`src/rtl/dram_raster_writer_pkg.sv`:
```
// Shared defaults and FSM encoding for the DRAM raster writer.
package dram_pkg;
  localparam int DEF_D_WIDTH   = 8;
  localparam int DEF_A_WIDTH   = 21;
  localparam int DEF_IMG_W     = 1280;
  localparam int DEF_IMG_H     = 720;
  localparam int PIX_PER_FRAME = DEF_IMG_W * DEF_IMG_H;

  typedef enum logic [1:0] {IDLE, RUN, FLUSH} wr_state_e;
endpackage

```
`src/rtl/dram_raster_writer_addr_gen.sv`:
```
// Raster x/y walker with a linear DRAM address; flags the final pixel of the frame.
module raster_addr_gen #(
  parameter int A_WIDTH = 21,
  parameter int IMG_W   = 1280,
  parameter int IMG_H   = 720
) (
  input  logic               clk,
  input  logic               rst,
  input  logic               load,
  input  logic               step,
  input  logic [A_WIDTH-1:0] base_addr,
  output logic [A_WIDTH-1:0] addr,
  output logic               last
);
  localparam int XW = (IMG_W > 1) ? $clog2(IMG_W) : 1;
  localparam int YW = (IMG_H > 1) ? $clog2(IMG_H) : 1;
  localparam logic [XW-1:0] X_LAST = XW'(IMG_W - 1);
  localparam logic [YW-1:0] Y_LAST = YW'(IMG_H - 1);

  logic [XW-1:0] x;
  logic [YW-1:0] y;
  logic          x_end;

  assign x_end = (x == X_LAST);
  assign last  = x_end && (y == Y_LAST);

  // addr wraps naturally at 2^A_WIDTH
  always_ff @(posedge clk) begin
    if (rst) begin
      x    <= '0;
      y    <= '0;
      addr <= '0;
    end else if (load) begin
      x    <= '0;
      y    <= '0;
      addr <= base_addr;
    end else if (step) begin
      addr <= addr + A_WIDTH'(1);
      if (x_end) begin
        x <= '0;
        y <= last ? '0 : y + YW'(1);
      end else begin
        x <= x + XW'(1);
      end
    end
  end
endmodule

```
`src/rtl/dram_raster_writer.sv`:
```
// Streams one frame into a byte-wide DRAM write port, yielding to the read side.
// Optional DRAM_WR_CKSUM_EN adds a 16-bit sum of retired write data.
module dram_raster_writer import dram_pkg::*; #(
  parameter int D_WIDTH = DEF_D_WIDTH,
  parameter int A_WIDTH = DEF_A_WIDTH,
  parameter int IMG_W   = DEF_IMG_W,
  parameter int IMG_H   = DEF_IMG_H
) (
  input  logic               clk,
  input  logic               rst,
  input  logic               start,
  input  logic [A_WIDTH-1:0] base_addr,
  input  logic               in_valid,
  output logic               in_ready,
  input  logic [D_WIDTH-1:0] in_data,
  input  logic               rd_busy,
  output logic               wen,
  output logic [A_WIDTH-1:0] waddr,
  output logic [D_WIDTH-1:0] wdata,
  output logic               busy,
  output logic               done
`ifdef DRAM_WR_CKSUM_EN
  ,output logic [15:0]       cksum
`endif
);
  wr_state_e          state, state_nxt;
  logic               pend, accept, load, last, done_nxt;
  logic [A_WIDTH-1:0] addr;

  // reads win the DRAM port, so a pending write only issues when the read side is quiet
  assign wen      = pend && !rd_busy;
  assign in_ready = (state == RUN) && (!pend || wen);
  assign accept   = in_valid && in_ready;
  assign load     = (state == IDLE) && start;
  assign busy     = (state != IDLE);

  raster_addr_gen #(
    .A_WIDTH (A_WIDTH),
    .IMG_W   (IMG_W),
    .IMG_H   (IMG_H)
  ) u_agen (
    .clk       (clk),
    .rst       (rst),
    .load      (load),
    .step      (accept),
    .base_addr (base_addr),
    .addr      (addr),
    .last      (last)
  );

  always_comb begin
    state_nxt = state;
    done_nxt  = 1'b0;
    unique case (state)
      IDLE:  if (start) state_nxt = RUN;
      RUN:   if (accept && last) state_nxt = FLUSH;
      FLUSH: if (!pend || wen) begin
        state_nxt = IDLE;
        done_nxt  = 1'b1;
      end
      default: state_nxt = IDLE;
    endcase
  end

  always_ff @(posedge clk) begin
    if (rst) begin
      state <= IDLE;
      done  <= 1'b0;
    end else begin
      state <= state_nxt;
      done  <= done_nxt;
    end
  end

  // single-entry holding register; a same-cycle accept overrides the retire
  always_ff @(posedge clk) begin
    if (rst) begin
      pend  <= 1'b0;
      waddr <= '0;
      wdata <= '0;
    end else if (accept) begin
      pend  <= 1'b1;
      waddr <= addr;
      wdata <= in_data;
    end else if (wen) begin
      pend  <= 1'b0;
    end
  end

`ifdef DRAM_WR_CKSUM_EN
  always_ff @(posedge clk) begin
    if (rst || load) cksum <= '0;
    else if (wen)    cksum <= cksum + 16'(wdata);
  end
`endif
endmodule

```
`config.mk`:
```
export PLATFORM = sky130hd
export DESIGN_NAME = dram_raster_writer
export DESIGN_NICKNAME = d
export VERILOG_FILES = /design/src/rtl/dram_raster_writer_pkg.sv /design/src/rtl/dram_raster_writer_addr_gen.sv /design/src/rtl/dram_raster_writer.sv
export SDC_FILE = /design/constraint.sdc
export NUM_CORES = 1
export LEC_CHECK = 0
export ABC_CLOCK_PERIOD_IN_PS = 1950
export CAP_MARGIN = 20
export CORE_ASPECT_RATIO = 0.7
export CORE_UTILIZATION = 45
export DETAILED_ROUTE_END_ITERATION = 10
export GPL_TIMING_DRIVEN = 1
export MAX_ROUTING_LAYER = met4
export PLACE_DENSITY = 0.83
export SETUP_SLACK_MARGIN = 0.05
export SYNTH_ARGS = -nofsm -noshare
export SYNTH_HDL_FRONTEND = slang
export SYNTH_SLANG_ARGS = --single-unit
```
`constraint.sdc`:
```
create_clock -name clk -period 1.95 [get_ports clk]
set_clock_uncertainty 0.15 [all_clocks]
set_input_delay 0.2925 -clock clk [delete_from_list [all_inputs] [get_ports clk]]
set_output_delay 0.2925 -clock clk [all_outputs]
set_load 0.01 [all_outputs]
```
==> flow_results.org, run 1 <==
** Setup path
- The worst setup path is captured at a flop.
- Path depth of the worst reg2reg path :: 4
- For the worst setup path, the data arrival time is 2060 ps.
- The critical path goes through a21bo_4 > or4_4 > or3_1 > a311oi_2.
- Critical path class :: reg -> reg
- WP data required :: 2070 ps
- The number of buffers and inverters on the critical path is 0.
- Startpoint kind of the worst setup timing path :: flop
- For flop-to-flop paths, the worst setup slack is 8 ps.
- Launch point of the worst path :: pend
- For this design, the slowest cell found on the critical path is or4_4.
- Critical-path maximum fanout :: 5
- Critical register-to-register path startpoint :: pend
- Broken down by cell family, the worst path's largest delay share belongs to simple AND/OR/NAND/NOR gates.
- Biggest cell delay along the critical path :: 570 ps
- Endpoint of the worst-slack reg-to-reg timing path :: u_agen.addr[9]

** Global routing
- First-pass GRT wire length :: 14700 µm
- The initial antenna violation count is 0.
- Largest net degree at the start of global routing :: 33
- The number of global-route vias before repair came to 3086.
- GRT Resource Usage Total :: 24.9%
- Total congestion overflow :: 0

** Drt
- Dividing the detail-routed via count by the number of cells gives 5.37.
- Count of nets left with antenna violations after detail routing :: 0
- Via count of the routed design :: 3343
- In the routed design, unresolved DRC markers number 0.
- Summed over all layers, the routed wires come to 9190 µm.
- For this run, the detailed router's first-pass iteration total came to 5.
- Dividing the detail-routed wire length by the instance count gives 14.8 µm.
- For this block, the initial DRC count from the detailed router was 253.

** Layout
- The multi-input combinational cells in the finished layout cover a total of 0.00188 mm².
- Layout fillers :: 610
- Final Instance Count excl. Fillers :: 623
- Registers take 0.00151 mm².
- Cells with a size suffix above 1 make up 19.8% of the layout.
- Final-stage net count :: 557
- 0 antenna diodes ended up in the layout.
- The area growth from synthesis to layout is 42.0%.
- Final Core Density :: 66.0%

** STA
- Maximum frequency from static timing analysis :: 515 MHz
- Post-route minimum period :: 1940 ps
- Worst hold slack :: 220 ps
- Final-report max-slew violation count :: 0
- Worst Max-Slew Pin Slew :: 456 ps
- The worst path meets setup with 8.25 ps of slack.
- The number of hold violations in the final report is 0.
- Final setup viols :: 0
- In the final timing run, aggregate negative setup slack is 0 ps.
- RSZ-0062 raised after global routing :: true
- Dividing the final minimum period by the clock period gives 99.6%.
- Worst slew margin relative to its limit :: 69.6%

** Job
- Number of max-cap violations :: 0

** Synth
- For this run, the leading register cell type out of synthesis is dfxtp_1.
- The cell count after synthesis came out at 411.
- Yosys printed 0 warnings.
- Post-synth EDFFs :: 0
- Number of distinct library cells after synthesis :: 48
- Mapped cell area :: 0.00338 mm²
- The number of nets handed over by synthesis was 448.
- Syn_area_per_cell :: 8.23 µm²
- Top cell type's share of synthesized area :: 44.4%
- For this run, asynchronously set or reset flops after synthesis account for 0%.
- The synthesized design spends more area on one cell type than any other, namely dfxtp_1.
- Seq/Total Area, Yosys :: 44.4%
- Synth area leaders :: dfxtp_1 (44%), nand2_1 (8.3%), a21oi_1 (6.1%)
- Count of state elements after synthesis :: 75

** CTS
- Clock buffers created by TritonCTS :: 9
- After clock tree synthesis, the clock-pin slew on the worst setup and hold paths is 80 ps.
- Clock tree synthesis selected as its root buffer the cell clkbuf_8.
- TritonCTS clock tree :: done
- At the later pin of the worst-skew pair, clock insertion delay measures 360 ps.
- CTS built an H-tree with a depth of 3.
- Clock tree synthesis found a total of 75 sinks.
- For this design, the CTS-stage hold fixing added 0 buffers.
- Counting along the longest clock path gives a buffer depth of 2.

** Floorplan
- The die is 106 µm wide.
- Once the floorplan was initialized, standard cells occupied 46.4% of the core.
- In this run the core area contains 26 standard-cell rows.
- The die covers 0.00787 mm².
- Die height :: 74.5 µm
- During I/O placement, the number of pins put on the boundary was 67.
- The region available for standard cell placement spans 0.00729 mm².

** Power and ir drop
- For this design the total switching power over the nets is 854 µW.
- Combinational fraction of design power :: 12.2%
- Internal :: 2520 µW
- IR drop worst, VDD :: 0.369 mV
- For this design the static power due to leakage is 0.00174 µW.
- Total power density per cell area :: 701 mW/mm²
- Clk pwr share :: 39.3%
- The share of total power dissipated in sequential elements is 48.5%.
- Proportion of total power due to net switching :: 25.4%

** Placement
- Cell count after placement :: 606
- Routability-driven placement congestion ratio :: 0.892
- After legalization and detailed placement, the total HPWL measured 6570 µm.
- Placement-stage worst setup slack :: -499 ps
- In this run the tool buffered the top-level ports with 66 buffer cells.

** Outcome
- Outcome :: finished, final reports clean

** Worst hold path
- Hold path startpoint :: rst
- The worst hold path terminates at u_agen.addr[1].
- Counting instances, the worst hold path has a depth of 2.
- The worst hold path belongs to the class in -> reg.
[logic make-up after synthesis]
| logic type | Yosys count | share of synthesized area, % |
|---|---|---|
| buffers and inverters | 24 | 3.00 |
| and+or+nand+nor | 205 | 30.2 |
| DFF | 75 | 44.4 |
| muxes | 3 | 0.888 |
| adders and majority gates | 3 | 1.11 |
| AOI/OAI and AO/OA | 74 | 13.5 |
| xor gates and xnor gates | 27 | 6.99 |
[metrics by stage]
step / total power (µW) / area (µm²)
after floorplan: 1830 / 3390
after global placement: 2050 / 4470
after detailed placement: 2070 / 4470
after CTS: 3360 / 4710
after global routing: 3490 / 4810
final: 3370 / 4810
[timing repair]
| item | in CTS | in global routing |
|---|---|---|
| hold endpoints to repair | 0 | 0 |
| endpoints found under the setup margin | 15 | 49 |
| buffers inserted | 1 | 0 |
| pin swaps | 3 | 12 |
| resized for setup | 11 | 28 |
[synthesized netlist by cell type (all sizes together), types with 3 or more instances]
cell and number:
o21ai 7, nor4 5, nand2b 3, or3 3, xnor2 14, xor2 13
a21oi 41, a211oi 12, and3 5, and2 5, and4 4, dfxtp 75
nor3 9, inv 5, nand2 75, nor2b 3, nand4 10, clkbuf 15
buf 4, nor4b 4, nor2 50, nand3 22, mux2i 3, ha 3
[flip-flops by register name (all words and copies together) (netlist names)]
name and cells:
waddr 21, u_agen.x 11, wdata 8, u_agen.addr 21, u_agen.y 10, state 2
pend 1, done 1
[cells in the final DEF (no fill, tap or decap), types with 9 or more instances in the layout]
master           instances
a211oi_1                11
a21oi_1                 41
buf_4                   48
clkbuf_8                 9
clkdlybuf4s50_1         60
dfxtp_1                 68
nand2_1                 72
nand3_1                 22
nand4_1                  9
nor2_1                  48
xnor2_1                 14
xor2_1                  13
[power groups by stage]
stage	Clock [µW]	Combinational, µW	Sequential (µW)
floorplan	0	163	1670
global placement	0	390	1660
detailed placement	0	401	1670
CTS	1330	400	1630
global route	1400	447	1640
finish	1320	413	1630
[final cells by class]
type | count | area share [%]
Multi-Input combinational cell | 312 | 39.2
Sequential cell | 75 | 31.5
Timing Repair Buffer | 117 | 21.9
Clock buffer | 9 | 2.58
Tap cell | 98 | 2.55
Clock inverter | 7 | 1.93
Inverter | 5 | 0.391
[per-layer routing]
metal	vias up	track usage (%)	wire, µm
met5	-	-	0
met4	0	7.41	111
met3	14	8.15	686
met2	129	37.6	4070
met1	1548	31.9	4330
li1	1652	-	-
[worst max path at each step]
stage / endpoint / slack [ps] / depth (start not counted)
2_1_floorplan: u_agen.addr[9] / -20 / 6
3_3_place_gp: u_agen.addr[9] / -450 / 5
3_5_place_dp: u_agen.addr[9] / -500 / 5
4_1_cts: u_agen.addr[9] / 30 / 4
5_1_grt: u_agen.addr[9] / -30 / 4
6_report: u_agen.addr[9] / 8 / 4
Power figures use the tool's default switching activity.
==> run 2: changes to the inputs <==
- PLACE_DENSITY: 0.83 -> 0.85
==> run 2 against run 1 <==
Effect of this change: the run now ends with setup timing left; clock-buffer cell count up 1; combinational power rose by 1%; cell area increased by 0.91%; critical path type unchanged; largest cell class unchanged.
==> flow_results.org, run 2 (same netlist as run 1, synthesis figures left out) <==
** Global routing
- The number of global-route vias before repair is 3344 (was 3086).
- The combined global-route utilization of all metal layers came to 26.0% (was 24.9%).
- The sum of overflow across all layers after global routing came to 0 (unchanged).
- The initial antenna violation count is 0 (unchanged).
- The pin count of the biggest net entering global routing came to 28 (was 33).
- First-pass GRT wire length :: 15400 µm (was 14700 µm)

** Layout
- The antenna diode count was 0 (unchanged).
- The final-layout fill cell count came to 587 (was 610).
- The area taken by flip-flops and latches came to 0.00151 mm² (unchanged).
- Regs by FF count :: u_agen.addr x21, waddr x21, u_agen.x x11 (unchanged)
- Final-stage net count :: 558 (was 557)
- The layout-stage area growth over the synthesis result was 43.3% (was 42.0%).
- Most common cell after layout, fill and taps aside :: nand2_1 (unchanged)
- The share of final-layout standard cells stronger than drive strength 1 is 20.2% (was 19.8%).
- Multi-input gate area in the final layout :: 0.00189 mm² (was 0.00188 mm²)
- Most frequent cells in the layout: nand2_1 (73), dfxtp_1 (68), clkdlybuf4s50_1 (60), buf_4 (50), nor2_1 (47) (was nand2_1 (72), dfxtp_1 (68), clkdlybuf4s50_1 (60), nor2_1 (48), buf_4 (48)).

** Power and ir drop
- The total power after layout came to 3540 µW (was 3370 µW).
- IR drop worst, VDD :: 0.590 mV (was 0.369 mV)
- The leakage power was 0.00176 µW (was 0.00174 µW).
- Total power density per cell area :: 731 mW/mm² (was 701 mW/mm²)

** CTS
- Clock buffers created by TritonCTS :: 9 (unchanged)
- The source-to-sink clock delay at the later pin of the worst-skew pair came to 360 ps (about the same).
- The maximum level of the CTS H-tree came to 3 (unchanged).
- Cell at the root of the clock tree :: clkbuf_8 (unchanged)
- Clk sink count :: 75 (unchanged)
- Clock transition at the register clock pins on the worst setup and hold paths after CTS :: 80 ps (about the same)
- TritonCTS clock tree :: done (unchanged)
- Maximum clock path buffer count :: 2 (unchanged)

** STA
- The max-slew headroom at the worst pin came to 71.7% (was 69.6%).
- Post-route minimum period :: 1960 ps (was 1940 ps)
- Fin crit share :: 100% (was 99.6%)
- RSZ-0062 raised after global routing: true (unchanged).
- Slack of the critical path :: -6.66 ps (was 8.25 ps)
- The timing-limited maximum frequency is 511 MHz (was 515 MHz).
- Final-report max-slew violation count :: 0 (unchanged)
- The number of hold violations in the final report was 0 (unchanged).
- The count of final setup violators came to 1 (was 0).
- The actual transition at the worst max-transition pin was 421 ps (was 456 ps).

** Setup path
- The worst path required time is 2080 ps (was 2070 ps).
- The type of the worst setup path was reg -> reg (unchanged).
- Startpoint kind of the worst setup timing path :: flop (unchanged)
- CP endpoint kind :: flop (unchanged)
- Arrival time of data at the critical path endpoint :: 2090 ps (was 2060 ps)
- Critical-path maximum fanout :: 6 (was 5)

** Floorplan
- The initial cell density of the core is 46.4% (unchanged).
- IO Count :: 67 (unchanged)
- The horizontal extent of the die came to 106 µm (unchanged).
- Die ar. :: 0.00787 mm² (unchanged)
- Die height :: 74.5 µm (unchanged)
- The core area came to 0.00729 mm² (unchanged).
- The number of rows created at floorplan is 26 (unchanged).

** Outcome
- The checks that failed: setup timing.
- Outcome :: complete, but fails checks (was finished, final reports clean)

** Drt
- The residual antenna-violating net count after detailed routing is 0 (unchanged).
- Average wire per standard cell :: 15.3 µm (was 14.8 µm)
- The vias per cell came to 5.44 (was 5.37).
- Drt drc :: 0 (unchanged)
- Via count of the routed design :: 3395 (was 3343)
- Detailed-router iteration count before antenna repair :: 4 (was 5)
- 1st-iter DRT viols :: 203 (was 253)
- The sum of routed wire length over all layers is 9570 µm (was 9190 µm).

** Job
- The count of max-cap constraint violations came to 0 (unchanged).

** Placement
- The routability congestion estimate is 0.941 (was 0.892).
- The setup slack at placement came to -544 ps (was -499 ps).
- Number of port buffers :: 66 (unchanged)
- The total half-perimeter wirelength after legalization and detailed placement was 6880 µm (was 6570 µm).

** Worst hold path
- Hold crit path type :: in -> reg (unchanged)
run 2: changes by cell type in the layout (fill, tap and decap cells not counted), moves of 2 or more:
cell,before,now
a211oi_1,11,7
a211oi_2,1,5
buf_4,48,50
clkinv_2,3,1
clkinv_4,2,0
run 2: worst paths after layout:
check	to	cells past startpoint	startpoint	slack, ps
max reg2reg	u_agen.addr[19]	5	pend	-7
max	u_agen.addr[19]	5	pend	-7
min reg2reg	waddr[3]	2	waddr[3]	300
min	waddr[0]	2	rst	100
run 2: cell type report:
cell class | instances | share of cell area, %
Clock buffer | 10 | 2.84
Clock inverter | 6 | 2.30
Inverter | 5 | 0.387
Multi-Input combinational cell | 312 | 39.0
Sequential cell | 75 | 31.2
Tap cell | 98 | 2.53
Timing Repair Buffer | 118 | 21.8
run 2: what timing repair did:
| action | in CTS | in global routing |
|---|---|---|
| buffers inserted | 2 | 3 |
| gates resized for setup | 18 | 23 |
| hold buffers | 0 | 0 |
| setup endpoints to repair | 16 | 32 |
| pin swaps | 7 | 12 |
run 2: worst max-delay path, stage by stage, from the launching register on:
cell	delay (ps)
dfxtp_2	330
a21bo_4	210
or4_4	600
nor4b_4	270
xnor2_1	130
a211oi_2	180
run 2: power breakdown:
group	leakage [µW]	total [µW]	switching [µW]	internal [µW]
clock	0.000123	1490	602	887
combinational	0.00103	417	201	216
sequential	0.000613	1640	52.3	1590
total	0.00176	3540	856	2690
run 2: metal layers:
metal	global-route usage [%]	routed length (µm)
met3	6.49	603
met1	31.6	4270
met5	-	0
met2	41.4	4490
met4	11.9	212
run 2: through the flow:
stage	instances	hold WS, ps	utilization [%]	setup TNS, ps	instance area [µm²]
2_1_floorplan	411	278	-	-19.9	3390
6_report	624	102	66.6	-6.66	4850
4_1_cts	621	94.3	65.1	-61.0	4740
5_1_grt	624	110	66.6	-135	4850
3_3_place_gp	603	291	61.1	-9290	4450
3_5_place_dp	603	296	61.1	-11490	4450
